File: src/rtl/x7seg_scan_multi.sv
// x7seg_scan_multi
// Multiplexed seven-segment display controller for N_DIGITS hex digits.
// Frames are double-buffered (staging -> active only at a frame boundary),
// brightness is PWM controlled, and digits can be blanked, blinked or
// leading-zero blanked.
//
// Ports:
//   sys_clk, sys_rst  clock and synchronous active-high reset
//   load              one-cycle strobe capturing digits/dp_in/blank_in/blink_in
//   digits            nibble per digit, digit 0 rightmost
//   dp_in             decimal point per digit (1 = lit)
//   blank_in          1 = digit dark
//   blink_in          1 = digit blinks
//   brightness        PWM duty, all-ones = full on, 0 = off
//   lzb_en            leading-zero blanking enable
//   an                anode enables, active-low (registered)
//   seg               segments a..g, active-low (registered)
//   dp                decimal point, active-low (registered)
//   pending           staging holds data not yet displayed
//   frame_start       one-cycle pulse when the slot index wraps to 0
module x7seg_scan_multi #(
  parameter int N_DIGITS     = 8,
  parameter int TICK_DIV     = 100000,
  parameter int GUARD        = 16,
  parameter int BRIGHT_W     = 4,
  parameter int BLINK_FRAMES = 64
) (
  input  logic                  sys_clk,
  input  logic                  sys_rst,
  input  logic                  load,
  input  logic [4*N_DIGITS-1:0] digits,
  input  logic [N_DIGITS-1:0]   dp_in,
  input  logic [N_DIGITS-1:0]   blank_in,
  input  logic [N_DIGITS-1:0]   blink_in,
  input  logic [BRIGHT_W-1:0]   brightness,
  input  logic                  lzb_en,
  output logic [N_DIGITS-1:0]   an,
  output logic [6:0]            seg,
  output logic                  dp,
  output logic                  pending,
  output logic                  frame_start
);

  localparam int CNT_W = (TICK_DIV > 1) ? $clog2(TICK_DIV) : 1;
  localparam int IDX_W = $clog2(N_DIGITS);
  localparam int FRM_W = (BLINK_FRAMES > 1) ? $clog2(BLINK_FRAMES) : 1;
  localparam logic [CNT_W-1:0] CNT_MAX = CNT_W'(TICK_DIV - 1);
  localparam logic [CNT_W-1:0] GUARD_C = CNT_W'(GUARD);
  localparam logic [IDX_W-1:0] IDX_MAX = IDX_W'(N_DIGITS - 1);
  localparam logic [FRM_W-1:0] FRM_MAX = FRM_W'(BLINK_FRAMES - 1);

  // Hex nibble to active-low segments {g,f,e,d,c,b,a}.
  function automatic logic [6:0] hex_to_seg(input logic [3:0] v);
    logic [6:0] s;
    case (v)
      4'h0: s = 7'h40;
      4'h1: s = 7'h79;
      4'h2: s = 7'h24;
      4'h3: s = 7'h30;
      4'h4: s = 7'h19;
      4'h5: s = 7'h12;
      4'h6: s = 7'h02;
      4'h7: s = 7'h78;
      4'h8: s = 7'h00;
      4'h9: s = 7'h10;
      4'hA: s = 7'h08;
      4'hB: s = 7'h03;
      4'hC: s = 7'h46;
      4'hD: s = 7'h21;
      4'hE: s = 7'h06;
      4'hF: s = 7'h0E;
      default: s = 7'h7F;
    endcase
    return s;
  endfunction

  logic [CNT_W-1:0]      cnt_q, cnt_d;
  logic [IDX_W-1:0]      idx_q, idx_d;
  logic [BRIGHT_W-1:0]   pwm_q, pwm_d;
  logic [FRM_W-1:0]      frm_q, frm_d;
  logic                  phase_q, phase_d;
  logic [4*N_DIGITS-1:0] stg_dig_q, stg_dig_d, act_dig_q, act_dig_d;
  logic [N_DIGITS-1:0]   stg_dp_q, stg_dp_d, act_dp_q, act_dp_d;
  logic [N_DIGITS-1:0]   stg_blank_q, stg_blank_d, act_blank_q, act_blank_d;
  logic [N_DIGITS-1:0]   stg_blink_q, stg_blink_d, act_blink_q, act_blink_d;
  logic                  pending_q, pending_d;
  logic                  fs_q, fs_d;
  logic [N_DIGITS-1:0]   an_q, an_d;
  logic [6:0]            seg_q, seg_d;
  logic                  dp_q, dp_d;

  logic                  tick_s, boundary_s, on_s, lead_s;
  logic [N_DIGITS-1:0]   lzb_s, dark_s;

  // Next-state logic for timing, buffers, blink and the output drive.
  always_comb begin
    tick_s     = (cnt_q == CNT_MAX);
    boundary_s = tick_s && (idx_q == IDX_MAX);

    cnt_d = tick_s ? '0 : cnt_q + CNT_W'(1);
    if (tick_s) begin
      idx_d = (idx_q == IDX_MAX) ? '0 : idx_q + IDX_W'(1);
    end else begin
      idx_d = idx_q;
    end
    pwm_d = pwm_q + BRIGHT_W'(1);
    fs_d  = boundary_s;

    // Blink phase flips once every BLINK_FRAMES frames.
    frm_d   = frm_q;
    phase_d = phase_q;
    if (boundary_s) begin
      if (frm_q == FRM_MAX) begin
        frm_d   = '0;
        phase_d = ~phase_q;
      end else begin
        frm_d = frm_q + FRM_W'(1);
      end
    end else begin
      frm_d = frm_q;
    end

    // Active copies the old staging contents before a coincident load lands,
    // so a load on the boundary tick is shown one frame later.
    act_dig_d   = act_dig_q;
    act_dp_d    = act_dp_q;
    act_blank_d = act_blank_q;
    act_blink_d = act_blink_q;
    pending_d   = pending_q;
    if (boundary_s && pending_q) begin
      act_dig_d   = stg_dig_q;
      act_dp_d    = stg_dp_q;
      act_blank_d = stg_blank_q;
      act_blink_d = stg_blink_q;
      pending_d   = 1'b0;
    end else begin
      pending_d = pending_q;
    end

    stg_dig_d   = stg_dig_q;
    stg_dp_d    = stg_dp_q;
    stg_blank_d = stg_blank_q;
    stg_blink_d = stg_blink_q;
    if (load) begin
      stg_dig_d   = digits;
      stg_dp_d    = dp_in;
      stg_blank_d = blank_in;
      stg_blink_d = blink_in;
      pending_d   = 1'b1;
    end else begin
      stg_dig_d = stg_dig_q;
    end

    // Leading-zero scan from the leftmost digit; digit 0 is always kept.
    lzb_s  = '0;
    lead_s = 1'b1;
    for (int i = N_DIGITS - 1; i >= 1; i--) begin
      if (lead_s && (act_dig_q[4*i +: 4] == 4'h0) && !act_dp_q[i]) begin
        lzb_s[i] = 1'b1;
      end else begin
        lead_s = 1'b0;
      end
    end

    dark_s = act_blank_q | (act_blink_q & {N_DIGITS{phase_q}})
             | (lzb_s & {N_DIGITS{lzb_en}});
    on_s   = (brightness == {BRIGHT_W{1'b1}}) || (pwm_q < brightness);

    an_d = '1;
    if ((cnt_q >= GUARD_C) && on_s && !dark_s[idx_q]) begin
      an_d[idx_q] = 1'b0;
    end else begin
      an_d = '1;
    end
    seg_d = hex_to_seg(act_dig_q[{idx_q, 2'b00} +: 4]);
    dp_d  = ~act_dp_q[idx_q];
  end

  // State and registered outputs with synchronous reset.
  always_ff @(posedge sys_clk) begin
    if (sys_rst) begin
      cnt_q       <= '0;
      idx_q       <= '0;
      pwm_q       <= '0;
      frm_q       <= '0;
      phase_q     <= 1'b0;
      stg_dig_q   <= '0;
      stg_dp_q    <= '0;
      stg_blank_q <= '1;
      stg_blink_q <= '0;
      act_dig_q   <= '0;
      act_dp_q    <= '0;
      act_blank_q <= '1;
      act_blink_q <= '0;
      pending_q   <= 1'b0;
      fs_q        <= 1'b0;
      an_q        <= '1;
      seg_q       <= 7'h7F;
      dp_q        <= 1'b1;
    end else begin
      cnt_q       <= cnt_d;
      idx_q       <= idx_d;
      pwm_q       <= pwm_d;
      frm_q       <= frm_d;
      phase_q     <= phase_d;
      stg_dig_q   <= stg_dig_d;
      stg_dp_q    <= stg_dp_d;
      stg_blank_q <= stg_blank_d;
      stg_blink_q <= stg_blink_d;
      act_dig_q   <= act_dig_d;
      act_dp_q    <= act_dp_d;
      act_blank_q <= act_blank_d;
      act_blink_q <= act_blink_d;
      pending_q   <= pending_d;
      fs_q        <= fs_d;
      an_q        <= an_d;
      seg_q       <= seg_d;
      dp_q        <= dp_d;
    end
  end

  assign an          = an_q;
  assign seg         = seg_q;
  assign dp          = dp_q;
  assign pending     = pending_q;
  assign frame_start = fs_q;

endmodule

File: config.mk
export PLATFORM = sky130hd
export DESIGN_NAME = x7seg_scan_multi
export DESIGN_NICKNAME = d
export VERILOG_FILES = /design/src/rtl/x7seg_scan_multi.sv
export SDC_FILE = /design/constraint.sdc
export NUM_CORES = 1
export LEC_CHECK = 0
export CAP_MARGIN = 25
export CORE_ASPECT_RATIO = 0.6
export CORE_MARGIN = 10
export CORE_UTILIZATION = 40
export DETAILED_ROUTE_END_ITERATION = 8
export HOLD_SLACK_MARGIN = 0.05
export SETUP_SLACK_MARGIN = 0.2
export SYNTH_ARGS = -nofsm -noshare
export SYNTH_HDL_FRONTEND = slang
export SYNTH_SLANG_ARGS = --single-unit
File: constraint.sdc
create_clock -name sys_clk -period 2.4 [get_ports sys_clk]
set_input_delay 0.48 -clock sys_clk [delete_from_list [all_inputs] [get_ports sys_clk]]
set_output_delay 0.48 -clock sys_clk [all_outputs]
set_load 0.1 [all_outputs]
After elaboration in Yosys (flattened, before gate mapping):

Memory sizes are Yosys's and may differ from the RTL's. A register that Yosys moved wholly into a read port is not among the register bits.
Cells that the tools add are included.

* flip-flop bits (word level): 154
* memory bits (read-only): 112
* input bits: 64
* output and inout port bits: 18
* logic and storage cells: 99
* memories: 1

Memories
* (name not given): words 16, bits a word 7, rd ports 1, clocked after Yosys merged registers in 1, wr ports 0, RTL line 55 `case (v)`

* $add $sub $neg: 4
* $lt $le $gt $ge: 4
* eq/ne operators: 4
* shift operators: 1
* multiplexer cells: 22
* bitwise gates (word level): 8
* reduce and logical (&&, ||, !) cells: 38

Operators with widths (count)
* variable part select 32 x 6 -> 4 bit: 1
* logical NOT 4 bit: 7
* logical AND 1 bit: 18
* adder 17 x 1 -> 17 bit (second input constant): 1
* == test 17 bit (second input constant): 1
* greater-or-equal comparator 17 x 5 -> 1 bit (second input constant): 1
* two-way mux 1 bit: 17
* bitwise AND 8 bit: 2
* OR 8 bit: 2
* logical NOT 1 bit: 8
* inverter 8 bit: 1
* adder 6 x 1 -> 6 bit (second input constant): 1
* binary-select mux 1 bit (select 3 bit): 2
* == test 6 bit (second input constant): 1
* two-way mux 6 bit: 1
* adder 4 x 1 -> 4 bit (second input constant): 1
* == test 4 bit (second input constant): 1
* less-than comparator 3 x 4 -> 1 bit (second input constant): 1
* less-than comparator 4 bit: 1
* OR reduction 2 bit: 2
* adder 3 x 1 -> 3 bit (second input constant): 1
* demux 1 bit (select 3 bit): 1
* == test 3 bit (second input constant): 1
* greater-or-equal comparator 3 x 1 -> 1 bit (second input constant): 1
* 5 further kinds: 7

Longest topological paths before layout:

Gate-level depths: netlist of run 1.

* depth after elaboration: 29
* gate-level depth with buffers: 11
* gate-level depth less buffers: 8

Least setup slack after synthesis of run 1:

No wires, ideal clock.

* kind: register to register
* start point: reg idx_q[1]
* end point: reg seg_q[3] (netlist: seg[3])
* library setup time: 0.134 ns
* arrival: 2.191 ns
* data required time: 2.266 ns
* path slack: 0.075 ns
* cell stages (with the launch flop): 9
* path buffers: 2
* clock period less this slack: 2.325 ns
* cell sequence: dfxtp_1 -> clkbuf_1 -> buf_2 -> mux4_2 -> mux2i_1 -> inv_1 -> ha_1 -> a2111oi_0 -> a31oi_1

* cells in the longest elaborated chain, start to end: 1

RTL lines
* from (decl): RTL line 78 `logic [IDX_W-1:0] idx_q, idx_d;`
* from (signal assigned): RTL line 202 `idx_q <= idx_d;`
* variable part select 32 x 6 -> 4 bit: RTL line 175 `seg_d = hex_to_seg(act_dig_q[{idx_q, 2'b00} +: 4]);`
* to (decl): RTL line 89 `logic [6:0] seg_q, seg_d;`

No other way between the ends.
A chain may end at the register's enable or synchronous reset.

Final worst setup path of run 1:

* start point: reg idx_q[0]
* end point: reg seg_q[3] (netlist: seg[3])

Same word-level chain as after synthesis.

==> results.sh, run 1 <==
export IMPL_synthFlopType="dfxtp_1"
export IMPL_mostFrequentLayoutCell="dfxtp_1"
export IMPL_synth_area_leaders="dfxtp_1, mux2i_1, nand2_1, nor2_1, a21oi_1"
export IMPL_slew_violations=0
export IMPL_diodes=0
export IMPL_ys_async_sr_fraction=0
export IMPL_die_y_um=120.5
export IMPL_io_pins=82
export IMPL_yosysTopAreaCellShare=0.4788
export IMPL_internal_power_w=0.004674
export IMPL_htreeDepth=4
export IMPL_synth_fp_nets=824
export IMPL_power_share_switching=0.2259
export IMPL_status="finished clean"
export IMPL_finalCriticalPeriod_ns=2.104
export IMPL_drc_errors=0
export IMPL_numCtsBuffers=17
export IMPL_groute_usage_overall=0.1563
export IMPL_ys_seq_elements=161
export IMPL_cts_tree="yes"
export IMPL_final_cells=1061
export IMPL_cp_end_kind="flip-flop"
export IMPL_core_area_sq_mm=0.01635
export IMPL_clock_path_buffers=2
export IMPL_yosys_area_top_type="dfxtp_1"
export IMPL_path_class="reg2reg"
export IMPL_critPathMaxFanout=9
export IMPL_grt_pass1_vias=5248
export IMPL_dieArea_sq_mm=0.02259
export IMPL_clock_sinks=161
export IMPL_peakVddDrop_uv=368.7
export IMPL_vias_per_cell=5.130
export IMPL_power_frac_clock=0.478
export IMPL_area_growth_pct=24.72
export IMPL_hpwl_um=12790
export IMPL_drive_above_1_share=0.1200
export IMPL_p_leak_nw=3.299
export IMPL_portBuffers=81
export IMPL_worstSkewPairLatency_ns=0.42
export IMPL_combPwrFrac=0.060
export IMPL_dr_total_vias=5443
export IMPL_firstDrtPassIters=5
export IMPL_path_clk_slew_ns=0.06
export IMPL_finClkSkew_ns=0.01003
export IMPL_pre_cts_ws_ns=-0.009734
export IMPL_path_cells="mux4_2 -> mux2i_2 -> buf_4 -> ha_1 -> inv_1 -> nor3_1 -> a2111oi_2 -> a31oi_1"
export IMPL_wl_um=17520
export IMPL_place_gp_congestion=0.8949
export IMPL_slowest_stage="mux4_2"
export IMPL_relSlewSlack=0.5472
export IMPL_nNetsFinal=899
export IMPL_root_buffer="clkbuf_16"
export IMPL_hold_path_class="in2reg"
export IMPL_rsz0062_at_grt="no"
export IMPL_p_sw_w=0.001364
export IMPL_synth_cells=745
export IMPL_startpoint_type="flip-flop"
export IMPL_grt_pass1_wl_um=28640
export IMPL_start_util=0.4117
export IMPL_setup_tns_ns=0
export IMPL_fin_ws_ns=0.2956
export IMPL_antenna_found_initial=0
export IMPL_dp_cells=1027
export IMPL_drt_iter0_drc=628
export IMPL_cap_violations=0
export IMPL_finalSetupViolations=0
export IMPL_final_cell_mix="dfxtp_1, nand2_1, nor2_1"
export IMPL_finalHoldViolCount=0
export IMPL_routedWlPerCell_um=16.52
export IMPL_period_share=0.8768
export IMPL_powerDensity_mw_per_mm2=719.2
export IMPL_grt_overflow_total=0
export IMPL_worst_pin_slew_ns=0.6730
export IMPL_synth_distinct_cells=60
export IMPL_yosysSeqAreaShare=0.4788
export IMPL_seq_power_share=0.462
export IMPL_grt_max_degree=58
export IMPL_clock_fmax_ghz=0.4752
export IMPL_arrival_ns=2.45
export IMPL_row_count=36
export IMPL_antenna_left=0
export IMPL_die_w_um=187.5
export IMPL_netlist_area_sq_mm=0.006731
export IMPL_total_power_w=0.006038
export IMPL_required_ns=2.75
export IMPL_yosysWarnings=0
export IMPL_cpPeakStageDelay_ns=0.52
export IMPL_synth_edf_count=0
export IMPL_syn_avg_cell_area_sq_um=9.036
[state kept, by name, summed over array words and instances (netlist names), 8 cells and up]
register,cells
act_blank_q,8
act_blink_q,8
act_dig_q,32
act_dp_q,8
an,8
cnt_q,17
stg_blank_q,8
stg_blink_q,8
stg_dig_q,32
stg_dp_q,8
[cell type report]
cell class,instances,area (sq um)
fillers,1541,7955
multi-input cells,525,3243
repair buffers,101,955.9
clock inverters,15,203.9
well taps,228,285.3
flip-flops and latches,161,3229
clock buffers,17,425.4
inverters,14,52.55
[worst paths after layout]
path | start | cells past startpoint | slack (ns) | to
setup / recovery | idx_q[0]$_SDFFE_PP0N_ | 8 | 0.30 | seg[3]$_SDFF_PP1_
hold / removal | load | 3 | 0.42 | stg_dig_q[2]$_SDFFE_PP0P_
setup reg to reg | idx_q[0]$_SDFFE_PP0N_ | 8 | 0.30 | seg[3]$_SDFF_PP1_
hold reg to reg | stg_dig_q[13]$_SDFFE_PP0P_ | 2 | 0.45 | act_dig_q[13]$_SDFFE_PP0P_
[synth_stat cells, drive strengths merged, types with 7 or more instances]
| cell | count |
|---|---|
| clkbuf | 27 |
| xnor2 | 10 |
| nand2 | 142 |
| nor3 | 11 |
| nor4 | 9 |
| buf | 18 |
| inv | 13 |
| ha | 15 |
| a21oi | 59 |
| nand3 | 24 |
| nand4 | 7 |
| a31oi | 7 |
| dfxtp | 161 |
| o21ai | 9 |
| mux2i | 66 |
| xor2 | 10 |
| nor2 | 89 |
[power by group through the flow]
stage / clock, W / combinational (W) / sequential, W
after floorplan: 0 / 0.000170 / 0.00288
after global placement: 0 / 0.000358 / 0.00285
after detailed placement: 0 / 0.000367 / 0.00285
after CTS: 0.00294 / 0.000368 / 0.00279
after global routing: 0.00304 / 0.000401 / 0.00280
final: 0.00288 / 0.000365 / 0.00279
[kinds of logic (layout without fill, tap and decap cells)]
logic type | Yosys count | count (layout) | share of synthesized area
adder cells (fa/ha/maj) | 15 | 15 | 0.02788
flip-flops | 161 | 161 | 0.4788
buffers and inverters | 59 | 147 | 0.04238
AO/OA/AOI/OAI | 104 | 104 | 0.09387
multiplexers | 74 | 74 | 0.1216
XOR/XNOR | 20 | 20 | 0.02602
AND/OR/NAND/NOR | 312 | 312 | 0.2095
[worst max-delay path: cells and delay by family, from the launching register on]
family | cells | cell delay [ns]
simple gates | 1 | 0.27
compound gates | 2 | 0.22
mux | 2 | 0.74
buf+inv | 2 | 0.25
flops | 1 | 0.41
fa+ha+maj | 1 | 0.14
[timing repair]
action	CTS	global route
pin swaps	0	2
buffers inserted	0	2
hold buffers	0	0
endpoints found under the setup margin	16	61
resized for setup	4	7
[layer usage]
layer	vias up	GRT usage	wire length, um
li1	2719	-	-
met1	2524	0.2464	9698
met2	183	0.1971	6452
met3	17	0.04076	1254
met4	0	0.04279	119
met5	-	0	0
[per-stage QoR]
stage            util  instance area (sq um)  hold WS, ns
6_report       0.5135                   8396       0.4200
5_1_grt        0.5135                   8396       0.4356
4_1_cts        0.5116                   8366       0.4080
3_5_place_dp   0.4723                   7722       0.4468
3_3_place_gp   0.4723                   7722       0.4424
2_1_floorplan       -                   6736       0.4252
Note: power is estimated with default switching activity, not from simulation.
==> run 2: changes to the inputs <==
--- a/config.mk
+++ b/config.mk
@@ -8,9 +8,10 @@
 export CAP_MARGIN = 25
 export CORE_ASPECT_RATIO = 0.6
 export CORE_MARGIN = 10
-export CORE_UTILIZATION = 40
+export CORE_UTILIZATION = 45
 export DETAILED_ROUTE_END_ITERATION = 8
 export HOLD_SLACK_MARGIN = 0.05
+export PLACE_DENSITY = 0.69
 export SETUP_SLACK_MARGIN = 0.2
 export SYNTH_ARGS = -nofsm -noshare
 export SYNTH_HDL_FRONTEND = slang
==> results.sh, run 2 (same netlist as run 1, synthesis figures left out) <==
export IMPL_firstDrtPassIters=5
export IMPL_core_area_sq_mm=0.01455
export IMPL_slew_violations=0
export IMPL_period_share=0.8656
export IMPL_path_buf_inv=1
export IMPL_hold_depth=2
export IMPL_place_gp_congestion=0.9635
export IMPL_htreeDepth=4
export IMPL_grt_pass1_wl_um=27590
export IMPL_vias_per_cell=5.326
export IMPL_required_ns=2.67
export IMPL_grt_max_degree=62
export IMPL_slowest_stage="dfxtp_2"
export IMPL_arrival_ns=2.34
export IMPL_grt_overflow_total=0
export IMPL_p_leak_nw=3.259
export IMPL_status="finished clean"
export IMPL_reg2regPathDepth=8
export IMPL_fill_cells=1277
export IMPL_post_dp_cell_area_sq_mm=0.007666
export IMPL_relSlewSlack=0.5563
export IMPL_finalHoldViolCount=0
export IMPL_cts_tree="yes"
export IMPL_path_clk_slew_ns=0.06
export IMPL_pre_cts_ws_ns=0.1171
export IMPL_multiInputGateArea_sq_mm=0.003252
export IMPL_start_util=0.4627
export IMPL_clock_sinks=161
export IMPL_powerDensity_mw_per_mm2=695.5
export IMPL_clock_path_buffers=2
export IMPL_drive_above_1_share=0.1098
export IMPL_cap_violations=0
export IMPL_hpwl_um=12380
export IMPL_hold_path_class="in2reg"
export IMPL_dr_total_vias=5470
export IMPL_nNetsFinal=897
export IMPL_postCtsHoldBufs=0
export IMPL_grt_pass1_vias=5395
export IMPL_peakVddDrop_uv=451.6
export IMPL_finalSetupViolations=0
export IMPL_final_cell_mix="dfxtp_1, nand2_1, nor2_1"
export IMPL_clock_fmax_ghz=0.4814
export IMPL_path_cells="mux2_2 -> a221o_1 -> o2bb2ai_4 -> ha_1 -> inv_1 -> nor3_1 -> a2111oi_2 -> a31oi_1"
export IMPL_path_depth=8
export IMPL_drc_errors=0
export IMPL_rsz0062_at_grt="no"
export IMPL_portBuffers=81
export IMPL_finClkSkew_ns=0.01099
export IMPL_regArea_sq_mm=0.003229
export IMPL_finalCriticalPeriod_ns=2.077
export IMPL_whs_ns=0.3691
export IMPL_critPathMaxFanout=6
export IMPL_antenna_found_initial=0
export IMPL_routedWlPerCell_um=16.51
export IMPL_fin_ws_ns=0.3226
export IMPL_cp_end_kind="flip-flop"
export IMPL_root_buffer="clkbuf_16"
export IMPL_mostFrequentLayoutCell="dfxtp_1"
export IMPL_diodes=0
export IMPL_final_area_sq_mm=0.008284
export IMPL_setup_tns_ns=0
export IMPL_worst_pin_slew_ns=0.6595
export IMPL_die_y_um=114.7
export IMPL_worstSkewPairLatency_ns=0.42
export IMPL_groute_usage_overall=0.1668
export IMPL_numCtsBuffers=17
export IMPL_total_power_w=0.005762
export IMPL_cpPeakStageDelay_ns=0.36
export IMPL_wl_um=16960
export IMPL_antenna_left=0
export IMPL_die_w_um=177.9
export IMPL_startpoint_type="flip-flop"
export IMPL_dieArea_sq_mm=0.02041
export IMPL_row_count=34
export IMPL_cp_top_family="compound AO/OA/AOI/OAI gates"
export IMPL_reg_top3="act_dig_q (32), stg_dig_q (32), cnt_q (17)"
export IMPL_io_pins=82
export IMPL_path_class="reg2reg"
export IMPL_area_growth_pct=23.07
export IMPL_drt_iter0_drc=479
run 2: cell types whose count changed in the layout (fill, tap and decap cells not counted), sizes merged:
cell      change
clkinvlp      -1
buf           -2
clkbuf        +4
inv           -3
bufinv        -2
run 2: report_power, final:
part / switching (W) / leakage [nW] / internal (W)
Clock: 0.00106 / 0.265 / 0.00155
Sequential: 0.0000466 / 1.31 / 0.00274
Combinational: 0.000185 / 1.68 / 0.000179
Total: 0.00129 / 3.26 / 0.00447
run 2: layer usage:
metal	part of all wire	GRT usage	routed length, um	up-vias
met2	0.39	0.2297	6605	201
met1	0.51	0.2414	8609	2547
met4	0.0088	0.03927	149	0
li1	-	-	-	2704
met5	0	0	0	-
met3	0.094	0.05992	1590	18
run 2: final timing paths:
check                              start                     endpoint  slack (ns)
max                idx_q[1]$_SDFFE_PP0N_            seg[3]$_SDFF_PP1_        0.32
min                              sys_rst          pwm_q[0]$_SDFF_PP0_        0.37
max reg2reg        idx_q[1]$_SDFFE_PP0N_            seg[3]$_SDFF_PP1_        0.32
min reg2reg  stg_blink_q[1]$_SDFFE_PP0P_  act_blink_q[1]$_SDFFE_PP0P_        0.45
run 2: what timing repair did:
item | CTS | global route
setup endpoints to repair | 15 | 66
setup buffers | 0 | 2
pin swaps | 1 | 4
resized for setup | 2 | 10
run 2: layout make-up:
| type | instances | share of cell area |
|---|---|---|
| clock buffer | 21 | 0.05437 |
| clock inverter | 9 | 0.01329 |
| inverter | 14 | 0.006343 |
| multi-input combinational | 525 | 0.3925 |
| sequential | 161 | 0.3898 |
| tap | 198 | 0.02990 |
| timing repair buffer | 99 | 0.1137 |
run 2: metrics by stage:
| step | cells | utilization |
|---|---|---|
| 2_1_floorplan | 745 | - |
| 3_3_place_gp | 995 | 0.5269 |
| 3_5_place_dp | 995 | 0.5269 |
| 4_1_cts | 1025 | 0.5661 |
| 5_1_grt | 1027 | 0.5694 |
| 6_report | 1027 | 0.5694 |
==> run 3: changes to the inputs <==
--- a/config.mk
+++ b/config.mk
@@ -5,6 +5,8 @@
 export SDC_FILE = /design/constraint.sdc
 export NUM_CORES = 1
 export LEC_CHECK = 0
+export ABC_AREA = 1
+export ABC_CLOCK_PERIOD_IN_PS = 2400
 export CAP_MARGIN = 25
 export CORE_ASPECT_RATIO = 0.6
 export CORE_MARGIN = 10
==> results.sh, run 3 <==
export IMPL_ys_async_sr_fraction=0
export IMPL_cap_violations=0
export IMPL_area_growth_pct=21.92
export IMPL_slew_violations=0
export IMPL_path_buf_inv=2
export IMPL_rrSetupSlack_ns=0.33
export IMPL_drive_above_1_share=0.09794
export IMPL_cts_tree="yes"
export IMPL_synth_distinct_cells=31
export IMPL_peakVddDrop_uv=434.9
export IMPL_path_clk_slew_ns=0.06
export IMPL_hold_path_class="reg2reg"
export IMPL_groute_usage_overall=0.1714
export IMPL_io_pins=82
export IMPL_combPwrFrac=0.065
export IMPL_antenna_left=0
export IMPL_top_layer="met4"
export IMPL_postCtsHoldBufs=0
export IMPL_status="finished clean"
export IMPL_syn_avg_cell_area_sq_um=7.424
export IMPL_dr_wl_met3_um=951
export IMPL_period_share=0.8605
export IMPL_dp_cells=1188
export IMPL_startpoint_type="flip-flop"
export IMPL_fin_ws_ns=0.3349
export IMPL_portBuffers=81
export IMPL_die_y_um=116.3
export IMPL_reg_top3="act_dig_q (32), stg_dig_q (32), cnt_q (17)"
export IMPL_p_sw_w=0.001392
export IMPL_hpwl_um=12540
export IMPL_numCtsBuffers=17
export IMPL_arrival_ns=2.43
export IMPL_pre_cts_ws_ns=0.1555
export IMPL_ys_seq_elements=161
export IMPL_path_class="reg2reg"
export IMPL_cpPeakStageDelay_ns=0.44
export IMPL_yosysSeqAreaShare=0.4633
export IMPL_synthFlopType="dfxtp_1"
export IMPL_yosys_area_top_type="dfxtp_1"
export IMPL_synth_cells=937
export IMPL_clock_fmax_ghz=0.4842
export IMPL_drc_errors=0
export IMPL_rsz0062_at_grt="yes"
export IMPL_synth_area_leaders="dfxtp_1, nand2_1, nor2_1, a21oi_1, nand3_1"
export IMPL_setup_tns_ns=0
export IMPL_grt_overflow_total=0
export IMPL_power_frac_clock=0.456
export IMPL_synth_fp_nets=1016
export IMPL_drt_iter0_drc=594
export IMPL_row_count=35
export IMPL_yosysTopAreaCellShare=0.4633
export IMPL_finClkSkew_ns=0.01979
export IMPL_yosysWarnings=0
export IMPL_internal_power_w=0.004461
export IMPL_power_share_switching=0.2378
export IMPL_nNetsFinal=1087
export IMPL_core_area_sq_mm=0.01524
export IMPL_wl_um=18180
export IMPL_synth_edf_count=0
export IMPL_netlist_area_sq_mm=0.006957
export IMPL_finalHoldViolCount=0
export IMPL_dr_total_vias=6255
export IMPL_mostFrequentLayoutCell="nand2_1"
export IMPL_cp_top_family="compound AO/OA/AOI/OAI gates"
export IMPL_powerDensity_mw_per_mm2=690.0
export IMPL_path_cells="buf_4 -> nand2_1 -> a21oi_1 -> o21ai_0 -> nand2_1 -> inv_1 -> ha_1 -> o21ai_0 -> nand2_1 -> nand3_1"
export IMPL_crit_top_cell="nand2_1"
export IMPL_final_cells=1224
export IMPL_clock_path_buffers=2
export IMPL_die_w_um=180.5
export IMPL_antenna_found_initial=0
export IMPL_relSlewSlack=0.4903
export IMPL_seq_power_share=0.479
export IMPL_wl_met1_um=9606
export IMPL_firstDrtPassIters=5
export IMPL_worstSkewPairLatency_ns=0.43
export IMPL_slowest_stage="dfxtp_2"
export IMPL_critPathMaxFanout=6
export IMPL_routedWlPerCell_um=14.85
export IMPL_grt_max_degree=71
export IMPL_final_cell_mix="nand2_1, dfxtp_1, nor2_1"
export IMPL_htreeDepth=4
export IMPL_place_gp_congestion=0.8960
export IMPL_grt_pass1_wl_um=29940
export IMPL_yosysMostFrequentCell="nand2_1"
export IMPL_vias_per_cell=5.110
export IMPL_required_ns=2.77
export IMPL_clock_sinks=161
export IMPL_dieArea_sq_mm=0.02100
export IMPL_total_power_w=0.005852
export IMPL_route_met2_wl_um=7425
export IMPL_root_buffer="clkbuf_16"
export IMPL_final_core_util=0.5566
export IMPL_finalCriticalPeriod_ns=2.065
export IMPL_finalSetupViolations=0
export IMPL_synth_commonest_cells="nand2_1, dfxtp_1, nor2_1"
export IMPL_diodes=0
export IMPL_cp_end_kind="flip-flop"
export IMPL_worst_pin_slew_ns=0.7645
export IMPL_grt_pass1_vias=5963
export IMPL_start_util=0.4565
export IMPL_p_leak_nw=3.479
[run 3: cell count changes in the layout (fill, tap and decap cells not counted), moves of 7 or more]
cell      previous run  this run
mux2i_1             65         0
nand4_1              6        13
nand2_1            141       168
a31oi_1              7         0
nor2_1              89       150
inv_1               13        67
nand3_1             23        87
o211ai_2             0         8
a21oi_1             59        89
o21ai_0              8        76
[run 3: logic make-up (layout without fill, tap and decap cells)]
| group | Yosys count | after routing | synth area share |
|---|---|---|---|
| compound gates | 187 | 187 | 0.1477 |
| xor+xnor | 10 | 10 | 0.01259 |
| fa+ha+maj | 15 | 15 | 0.02698 |
| buf+inv | 125 | 208 | 0.08094 |
| flops | 161 | 161 | 0.4633 |
| simple gates | 439 | 440 | 0.2685 |
[run 3: final timing paths]
path | start | endpoint | cells after the start
setup / recovery | idx_q[0]$_SDFFE_PP0N_ | seg[3]$_SDFF_PP1_ | 10
hold / removal | pwm_q[0]$_SDFF_PP0_ | pwm_q[0]$_SDFF_PP0_ | 1
setup reg to reg | idx_q[0]$_SDFFE_PP0N_ | seg[3]$_SDFF_PP1_ | 10
hold reg to reg | pwm_q[0]$_SDFF_PP0_ | pwm_q[0]$_SDFF_PP0_ | 1
[run 3: power groups by stage]
stage / Sequential, W / Combinational, W / Clock [W]
6_report: 0.00280 / 0.000378 / 0.00267
4_1_cts: 0.00280 / 0.000383 / 0.00269
5_1_grt: 0.00281 / 0.000424 / 0.00282
3_3_place_gp: 0.00286 / 0.000378 / 0
3_5_place_dp: 0.00286 / 0.000380 / 0
2_1_floorplan: 0.00289 / 0.000172 / 0
[run 3: routing by layer]
metal / up-vias / track usage
met5: - / 0
met4: 0 / 0.04679
met3: 18 / 0.03373
met2: 188 / 0.2549
met1: 2833 / 0.2467
li1: 3216 / -
[run 3: timing repair]
item	in CTS	in global routing
setup endpoints to repair	0	63
setup buffers	0	2
resized for setup	0	8
[run 3: cell type report]
class                      instances  area [sq um]
fill                            1487          6758
sequential                       161          3226
multi-input combinational        652          3193
timing repair buffer             101         934.6
clock buffer                      21         480.5
inverter                          74         286.5
tap                              203         254.0
clock inverter                    11         100.1
timing repair inverter             1         7.507
[run 3: stage by stage]
step | instance area, sq um | hold WS, ns
final | 8482 | 0.4640
after floorplan | 6957 | 0.4269
after global placement | 7845 | 0.4475
after CTS | 8426 | 0.4670
after detailed placement | 7845 | 0.4532
after global routing | 8482 | 0.4871
